--- src/rtl/can_pkg.sv ---
// Shared CAN receive-path types and constants.
package can_pkg;

  typedef enum logic [1:0] {
    IDLE,
    DYNAMIC,
    FIXED
  } stuff_state_t;

  localparam int unsigned CAN_DYN_LIMIT      = 5;
  localparam int unsigned CANFD_FIXED_PERIOD = 4;

endpackage

--- src/rtl/stuffcount_gray.sv ---
// 3-bit binary to gray conversion with even parity over the gray bits.
module stuffcount_gray (
  input  logic [2:0] bin,
  output logic [2:0] gray,
  output logic       parity
);

  always_comb begin
    gray   = bin ^ (bin >> 1);
    parity = ^gray;
  end

endmodule

--- src/rtl/bitstuff_ctrl.sv ---
// Receive-side bit-stuffing controller: flags stuff bits, checks them, and keeps
// the mod-8 dynamic stuff count for the CAN FD stuff-count field.
module bitstuff_ctrl
  import can_pkg::*;
#(
  parameter int unsigned DYN_LIMIT    = CAN_DYN_LIMIT,
  parameter int unsigned FIXED_PERIOD = CANFD_FIXED_PERIOD
) (
  input  logic       sp,
  input  logic       reset,
  input  logic       CAN_RX,
  input  logic       BSonoff,
  input  logic       CRCtime,
  input  logic       EDL,
  input  logic       errorFlag,
  input  logic       frameReady,
  output logic       isStuff,
  output logic       stuffError,
  output logic [2:0] stuffCountGray,
  output logic       stuffParity
);

  localparam logic [2:0] DynLimitW    = 3'(DYN_LIMIT);
  localparam logic [2:0] FixedPeriodW = 3'(FIXED_PERIOD);

  stuff_state_t state;

  logic       last_bit_q, last_bit_d;
  logic [2:0] run_len_q, run_len_d;
  logic [2:0] fix_cnt_q, fix_cnt_d;
  logic [2:0] dyn_cnt_q, dyn_cnt_d;
  logic       fixed_seen_q, fixed_seen_d;
  logic       is_stuff_q, is_stuff_d;
  logic       stuff_error_q, stuff_error_d;

  logic       same_bit;
  logic [2:0] run_next;
  logic [2:0] fix_next;

  always_ff @(posedge sp or posedge reset) begin
    if (reset) begin
      last_bit_q    <= 1'b1;
      run_len_q     <= 3'd1;
      fix_cnt_q     <= 3'd0;
      dyn_cnt_q     <= 3'd0;
      fixed_seen_q  <= 1'b0;
      is_stuff_q    <= 1'b0;
      stuff_error_q <= 1'b0;
    end else begin
      last_bit_q    <= last_bit_d;
      run_len_q     <= run_len_d;
      fix_cnt_q     <= fix_cnt_d;
      dyn_cnt_q     <= dyn_cnt_d;
      fixed_seen_q  <= fixed_seen_d;
      is_stuff_q    <= is_stuff_d;
      stuff_error_q <= stuff_error_d;
    end
  end

  always_comb begin
    state = IDLE;
    if (EDL && CRCtime) begin
      state = FIXED;
    end else if (BSonoff) begin
      state = DYNAMIC;
    end
  end

  always_comb begin
    last_bit_d    = CAN_RX;
    run_len_d     = run_len_q;
    fix_cnt_d     = fix_cnt_q;
    dyn_cnt_d     = dyn_cnt_q;
    fixed_seen_d  = fixed_seen_q;
    is_stuff_d    = 1'b0;
    stuff_error_d = 1'b0;
    same_bit      = (CAN_RX == last_bit_q);
    run_next      = same_bit ? run_len_q + 3'd1 : 3'd1;
    fix_next      = fix_cnt_q + 3'd1;

    if (errorFlag) begin
      run_len_d    = 3'd1;
      fix_cnt_d    = 3'd0;
      fixed_seen_d = 1'b0;
      dyn_cnt_d    = 3'd0;
    end else if (frameReady) begin
      run_len_d    = 3'd1;
      fixed_seen_d = 1'b0;
      dyn_cnt_d    = 3'd0;
    end else begin
      unique case (state)
        IDLE: begin
          run_len_d    = 3'd1;
          fixed_seen_d = 1'b0;
        end
        DYNAMIC: begin
          if (is_stuff_q) begin
            // The stuff bit itself opens the next run.
            stuff_error_d = same_bit;
            dyn_cnt_d     = dyn_cnt_q + 3'd1;
            run_len_d     = 3'd1;
          end else begin
            run_len_d  = run_next;
            is_stuff_d = (run_next == DynLimitW);
          end
        end
        FIXED: begin
          if (!fixed_seen_q) begin
            // Entry edge: the first CRC bit is always a fixed stuff bit.
            fixed_seen_d = 1'b1;
            is_stuff_d   = 1'b1;
            fix_cnt_d    = 3'd0;
          end else if (is_stuff_q) begin
            stuff_error_d = same_bit;
            fix_cnt_d     = 3'd0;
          end else begin
            fix_cnt_d  = fix_next;
            is_stuff_d = (fix_next == FixedPeriodW);
          end
        end
        default: begin
          run_len_d = 3'd1;
        end
      endcase
    end
  end

  assign isStuff    = is_stuff_q;
  assign stuffError = stuff_error_q;

  stuffcount_gray u_stuffcount_gray (
    .bin    (dyn_cnt_q),
    .gray   (stuffCountGray),
    .parity (stuffParity)
  );

endmodule

--- config.mk ---
export PLATFORM = sky130hd
export DESIGN_NAME = bitstuff_ctrl
export DESIGN_NICKNAME = d
export VERILOG_FILES = /design/src/rtl/can_pkg.sv /design/src/rtl/stuffcount_gray.sv /design/src/rtl/bitstuff_ctrl.sv
export SDC_FILE = /design/constraint.sdc
export NUM_CORES = 1
export LEC_CHECK = 0
export CAP_MARGIN = 20
export CELL_PAD_IN_SITES_DETAIL_PLACEMENT = 0
export CELL_PAD_IN_SITES_GLOBAL_PLACEMENT = 1
export CORE_ASPECT_RATIO = 0.8
export CORE_MARGIN = 5
export CORE_UTILIZATION = 40
export CTS_CLUSTER_DIAMETER = 100
export DETAILED_ROUTE_END_ITERATION = 8
export GPL_ROUTABILITY_DRIVEN = 0
export PLACE_DENSITY = 0.79
export SKIP_LAST_GASP = 1
export SYNTH_ARGS = -nofsm -noshare
export SYNTH_HDL_FRONTEND = slang
export SYNTH_HIERARCHICAL = 1
export SYNTH_SLANG_ARGS = --single-unit
--- constraint.sdc ---
create_clock -name sp -period 3.12 [get_ports sp]
set_input_delay 0.468 -clock sp [delete_from_list [all_inputs] [get_ports sp]]
set_output_delay 0.468 -clock sp [all_outputs]
set_load 0.01 [all_outputs]
# Word-level counts from Yosys, hierarchy flattened
# Index checks and enable logic that the tools add are counted.
dict set report totals {
  register_bits 13
  input_bits 8
  elab_cells 57
}
dict set report classes {
  addsub 3
  eq_ne 7
  muxes 30
  bitwise_logic 1
  n_reduce_logical 9
}
# op n
set ops {}
lappend ops {{$mux W3} 13}
lappend ops {{$mux W1} 12}
lappend ops {{$add A3 B1 Y3 const B} 3}
lappend ops {{$eq A3 B3 Y1 const B} 2}
lappend ops {{$pmux W1 S2} 3}
lappend ops {{$pmux W3 S2} 1}
lappend ops {{$reduce_bool A3 Y1} 2}
lappend ops {{$reduce_and A2 Y1} 2}
lappend ops {{$reduce_bool A4 Y1} 1}
lappend ops {{$ne A3 B3 Y1 const B} 1}
lappend ops {{$reduce_xor A3 Y1} 1}
lappend ops {{$xor A3 B2 Y3} 1}
lappend ops {{$eq A2 B1 Y1 const B} 1}
lappend ops {{$eq A2 B2 Y1 const B} 1}
lappend ops {{$logic_not A2 Y1} 1}
lappend ops {{$mux W2} 1}
lappend ops {{$ne A2 B2 Y1 const B} 1}
lappend ops {{$reduce_bool A2 Y1} 1}
lappend ops {{$eq A1 B1 Y1} 1}
lappend ops {{$logic_and A1 B1 Y1} 1}

# Depth between registers and ports, before layout
dict set report depth {
  word_depth 7
  mapped_depth 5
  ltp_nobuf 5
}

# Cells and area by module
# Netlist, hierarchy kept.
# mod n_inst cells_per_inst area_each_um2 seq_area_each_um2
set modules_own_cells {}
lappend modules_own_cells {bitstuff_ctrl 1 63 661.9 327.8}
lappend modules_own_cells {stuffcount_gray 1 4 28.8 0.0}

# Worst setup path after synthesis
# No wires, ideal clock.
dict set report synth_timing {
  path_type {in2reg}
  start {input port BSonoff}
  end {register dyn_cnt_q[0]}
  setup_time_ps 77
  arrival_time_ps 1222
  required_time_ps 3043
  path_slack_ps 1821
  stages 3
  n_path_buf 0
  cell_sequence {a21bo_2 > or3_2 > a21oi_1}
}
dict set report synth_between {
  elab_chain_cells 5
}
# element line
set synth_rtl {}
lappend synth_rtl {{start, declared} bitstuff_ctrl.sv:12} ;# input logic BSonoff,
lappend synth_rtl {{$mux W1} bitstuff_ctrl.sv:64} ;# end else if (BSonoff) begin
lappend synth_rtl {{$mux W2} bitstuff_ctrl.sv:62} ;# if (EDL && CRCtime) begin
lappend synth_rtl {{$eq A2 B1 Y1} bitstuff_ctrl.sv:91} ;# unique case (state)
lappend synth_rtl {{$reduce_bool A3 Y1 (no source line)} n/a}
lappend synth_rtl {{$reduce_and A2 Y1 (no source line)} n/a}
lappend synth_rtl {{end signal, assigned} bitstuff_ctrl.sv:53} ;# dyn_cnt_q <= dyn_cnt_d;
lappend synth_rtl {{end, declared} bitstuff_ctrl.sv:31} ;# logic [2:0] dyn_cnt_q, dyn_cnt_d;
# No other way between the ends.
# A chain may end at the register's enable or synchronous reset.

# Worst setup path in the final report
dict set report layout_timing {
  start {register dyn_cnt_q[1]}
  end {output port stuffCountGray[1]}
}
dict set report layout_between {
  elab_chain_cells 1
}
# element line
set layout_rtl {}
lappend layout_rtl {{$xor A3 B2 Y3} stuffcount_gray.sv:9} ;# gray = bin ^ (bin >> 1);
lappend layout_rtl {{end, declared} bitstuff_ctrl.sv:19} ;# output logic [2:0] stuffCountGray,
# No other way between the ends.

==> run summary <==
Drt drc: 0
Core Rows: 13
Cell count after placement: 100
Clock Sinks: 13
Clk_lat worst skew: 270 ps
CTS Buf Count: 3
Max VDD drop: 0.000276 V
Vias: 549
Root buffer cell: clkbuf_4
Fin. Hold Viols: 0
Global Route Usage Sum: 0.116
Leakage: 0.360 nW
Total congestion overflow: 0
Synth-to-Final Area Change: 25.0%
Register bit total from synthesis: 13
Post-synthesis sequential area ratio: 0.475
Least-Margin Pin Slew: 510 ps
P per Cell Area: 358 nW/µm²
Clock Skew: 0.466 ps
CTS resizes: 0
# hold bufs at CTS: 0
Slew Limit Headroom: 0.660
Post-Syn Nets: 79
Largest net degree at the start of global routing: 14
Endpoints failing setup: 0
Critical Path End Type: output pin
Mapped Avg Cell Area: 10.3 µm²
Worst R2R Start: dyn_cnt_q[0]$_DFFE_PP0P_
Total negative slack: 0 ps
Tcrit/Tclk final: 0.603
Setup CP Type: reg2out
Mapped Cells: 67
Post-layout min period: 1880 ps
Critical Path RT: 2650 ps
Routed Antenna Nets: 0
Area of the mapped netlist: 691 µm²
Post-CTS setup buffer count: 0
Chip width: 56.5 µm
Reg-to-reg slack, setup: 1760 ps
Dominant synthesized flop cell: dfrtp_1
N_diodes: 0
Vias/cell: 5.28
Fin nets: 95
First-pass DRT Iterations: 4
Post-Layout Cell Count: 104
Vias in the first global route: 503
Fmax: 531 MHz
Max Root-Sink Buffers: 2
Slew Limit Fails: 0
I/O pin cnt: 14
Die area: 2660 µm²
CTS tree: done
CP Max Fanout: 4
Worst Setup SP: dyn_cnt_q[1]$_DFFE_PP0P_
Routed WL: 1.36 mm
Starting Density: 0.425
Die extent in y: 47.2 µm
Global-route wire length before repair: 2.30 mm
RSZ-0062 raised after global routing: no
Setup crit start kind: register
Async S/R FF share, synth: 1.00
Clk pin slew, worst setup/hold paths: 80 ps
CORE AREA: 1630 µm²
Max Cap Violations: 0
Total number of yosys warnings: 6
DRC marker count from the first detailed-route iteration: 11
CP arrival: 1410 ps
Antenna violations before repair: 0
Dpl hpwl: 1.05 mm
Hold_sp: run_len_q[0]$_DFFE_PP1P_
Min-delay worst type: reg2reg
Outcome: completed
Layout cells sized above 1: 0.134
H-tree depth: 1
DR WL/cell: 13.1 µm
Port Buf Inserts: 13
Post-synth EDFFs: 0
Synth unique cells: 31
[cells in the mapped netlist, drive strengths merged, types with 2 or more instances]
cell type / n / share of area
nand4: 2 / 0.018
xnor2: 2 / 0.025
inv: 7 / 0.038
nand2: 3 / 0.016
o22ai: 2 / 0.018
mux2i: 2 / 0.029
dfstp: 2 / 0.076
o21ai: 3 / 0.022
nand3: 4 / 0.029
a22o: 2 / 0.025
a21oi: 5 / 0.036
dfrtp: 11 / 0.40
ha: 4 / 0.072
xor2: 2 / 0.025
[layout by cell type (no fill, tap or decap), types with 2 or more instances in the layout]
cell type,Yosys,final
a21oi_1,5,5
a22o_1,2,2
clkbuf_4,0,3
clkdlybuf4s50_1,0,13
dfrtp_1,11,11
dfstp_2,2,2
ha_1,4,4
inv_1,6,6
mux2i_1,2,2
nand2_1,3,3
nand3_1,4,4
nand4_1,2,2
o21ai_0,3,3
o22ai_1,2,2
xnor2_1,2,2
xor2_1,2,2
[registers in the layout, summed over array words and instances, names as in the netlist]
signal and flops:
fixed_seen_q 1, isStuff 1, stuffError 1, dyn_cnt_q 3, last_bit_q 1, fix_cnt_q 3, run_len_q 3
[path summary, 6_finish.rpt]
kind | endpoint | cells past startpoint
min in group asynchronous | fix_cnt_q[2]$_DFFE_PP0P_ | 2
min reg2reg | run_len_q[0]$_DFFE_PP1P_ | 1
max reg2reg | dyn_cnt_q[2]$_DFFE_PP0P_ | 4
max in group asynchronous | run_len_q[0]$_DFFE_PP1P_ | 2
min | run_len_q[0]$_DFFE_PP1P_ | 1
max | stuffCountGray[1] | 2
[layer usage]
metal  part of all wire  up-vias  GRT usage
met4             0.0059        0     0.0284
met5                  0        -          0
li1                   -      271          -
met2               0.42       15      0.173
met1               0.51      261      0.148
met3              0.071        2     0.0632
[report_power, final]
part | switching, mW | total, mW | internal, mW
logic | 0.0166 | 0.0322 | 0.0155
registers | 0.00214 | 0.174 | 0.172
clock network | 0.0540 | 0.104 | 0.0495
total | 0.0727 | 0.309 | 0.237
[logic make-up after synthesis]
group	count (synthesis)	synth area share
compound gates	17	0.159
xor+xnor	4	0.0507
fa+ha+maj	4	0.0725
buf+inv	9	0.0543
flops	13	0.475
mux	2	0.0290
simple gates	18	0.159
[cell type report]
| type | instances | area, µm² |
|---|---|---|
| fillers | 159 | 763 |
| flip-flops and latches | 13 | 328 |
| multi-input cells | 45 | 325 |
| repair buffers | 13 | 130 |
| well taps | 22 | 27.5 |
| clock buffers | 4 | 26.3 |
| inverters | 7 | 26.3 |
[worst max-delay path: stages, from the launching register on]
cell	delay [ps]
dfrtp_1	430
xor2_1	160
clkdlybuf4s50_1	550
[per-stage QoR]
stage | worst slack (ps) | utilization | power, mW | hold slack [ps] | cell area, µm²
after CTS | 1210 | 0.531 | 0.315 | 504 | 863
final | 1240 | 0.531 | 0.309 | 500 | 863
after detailed placement | 1220 | 0.515 | 0.209 | 492 | 837
after global routing | 1150 | 0.531 | 0.330 | 513 | 863
after floorplan | 1820 | - | 0.193 | 344 | 691
after global placement | 1270 | 0.515 | 0.209 | 485 | 837
Power figures use the tool's default switching activity.
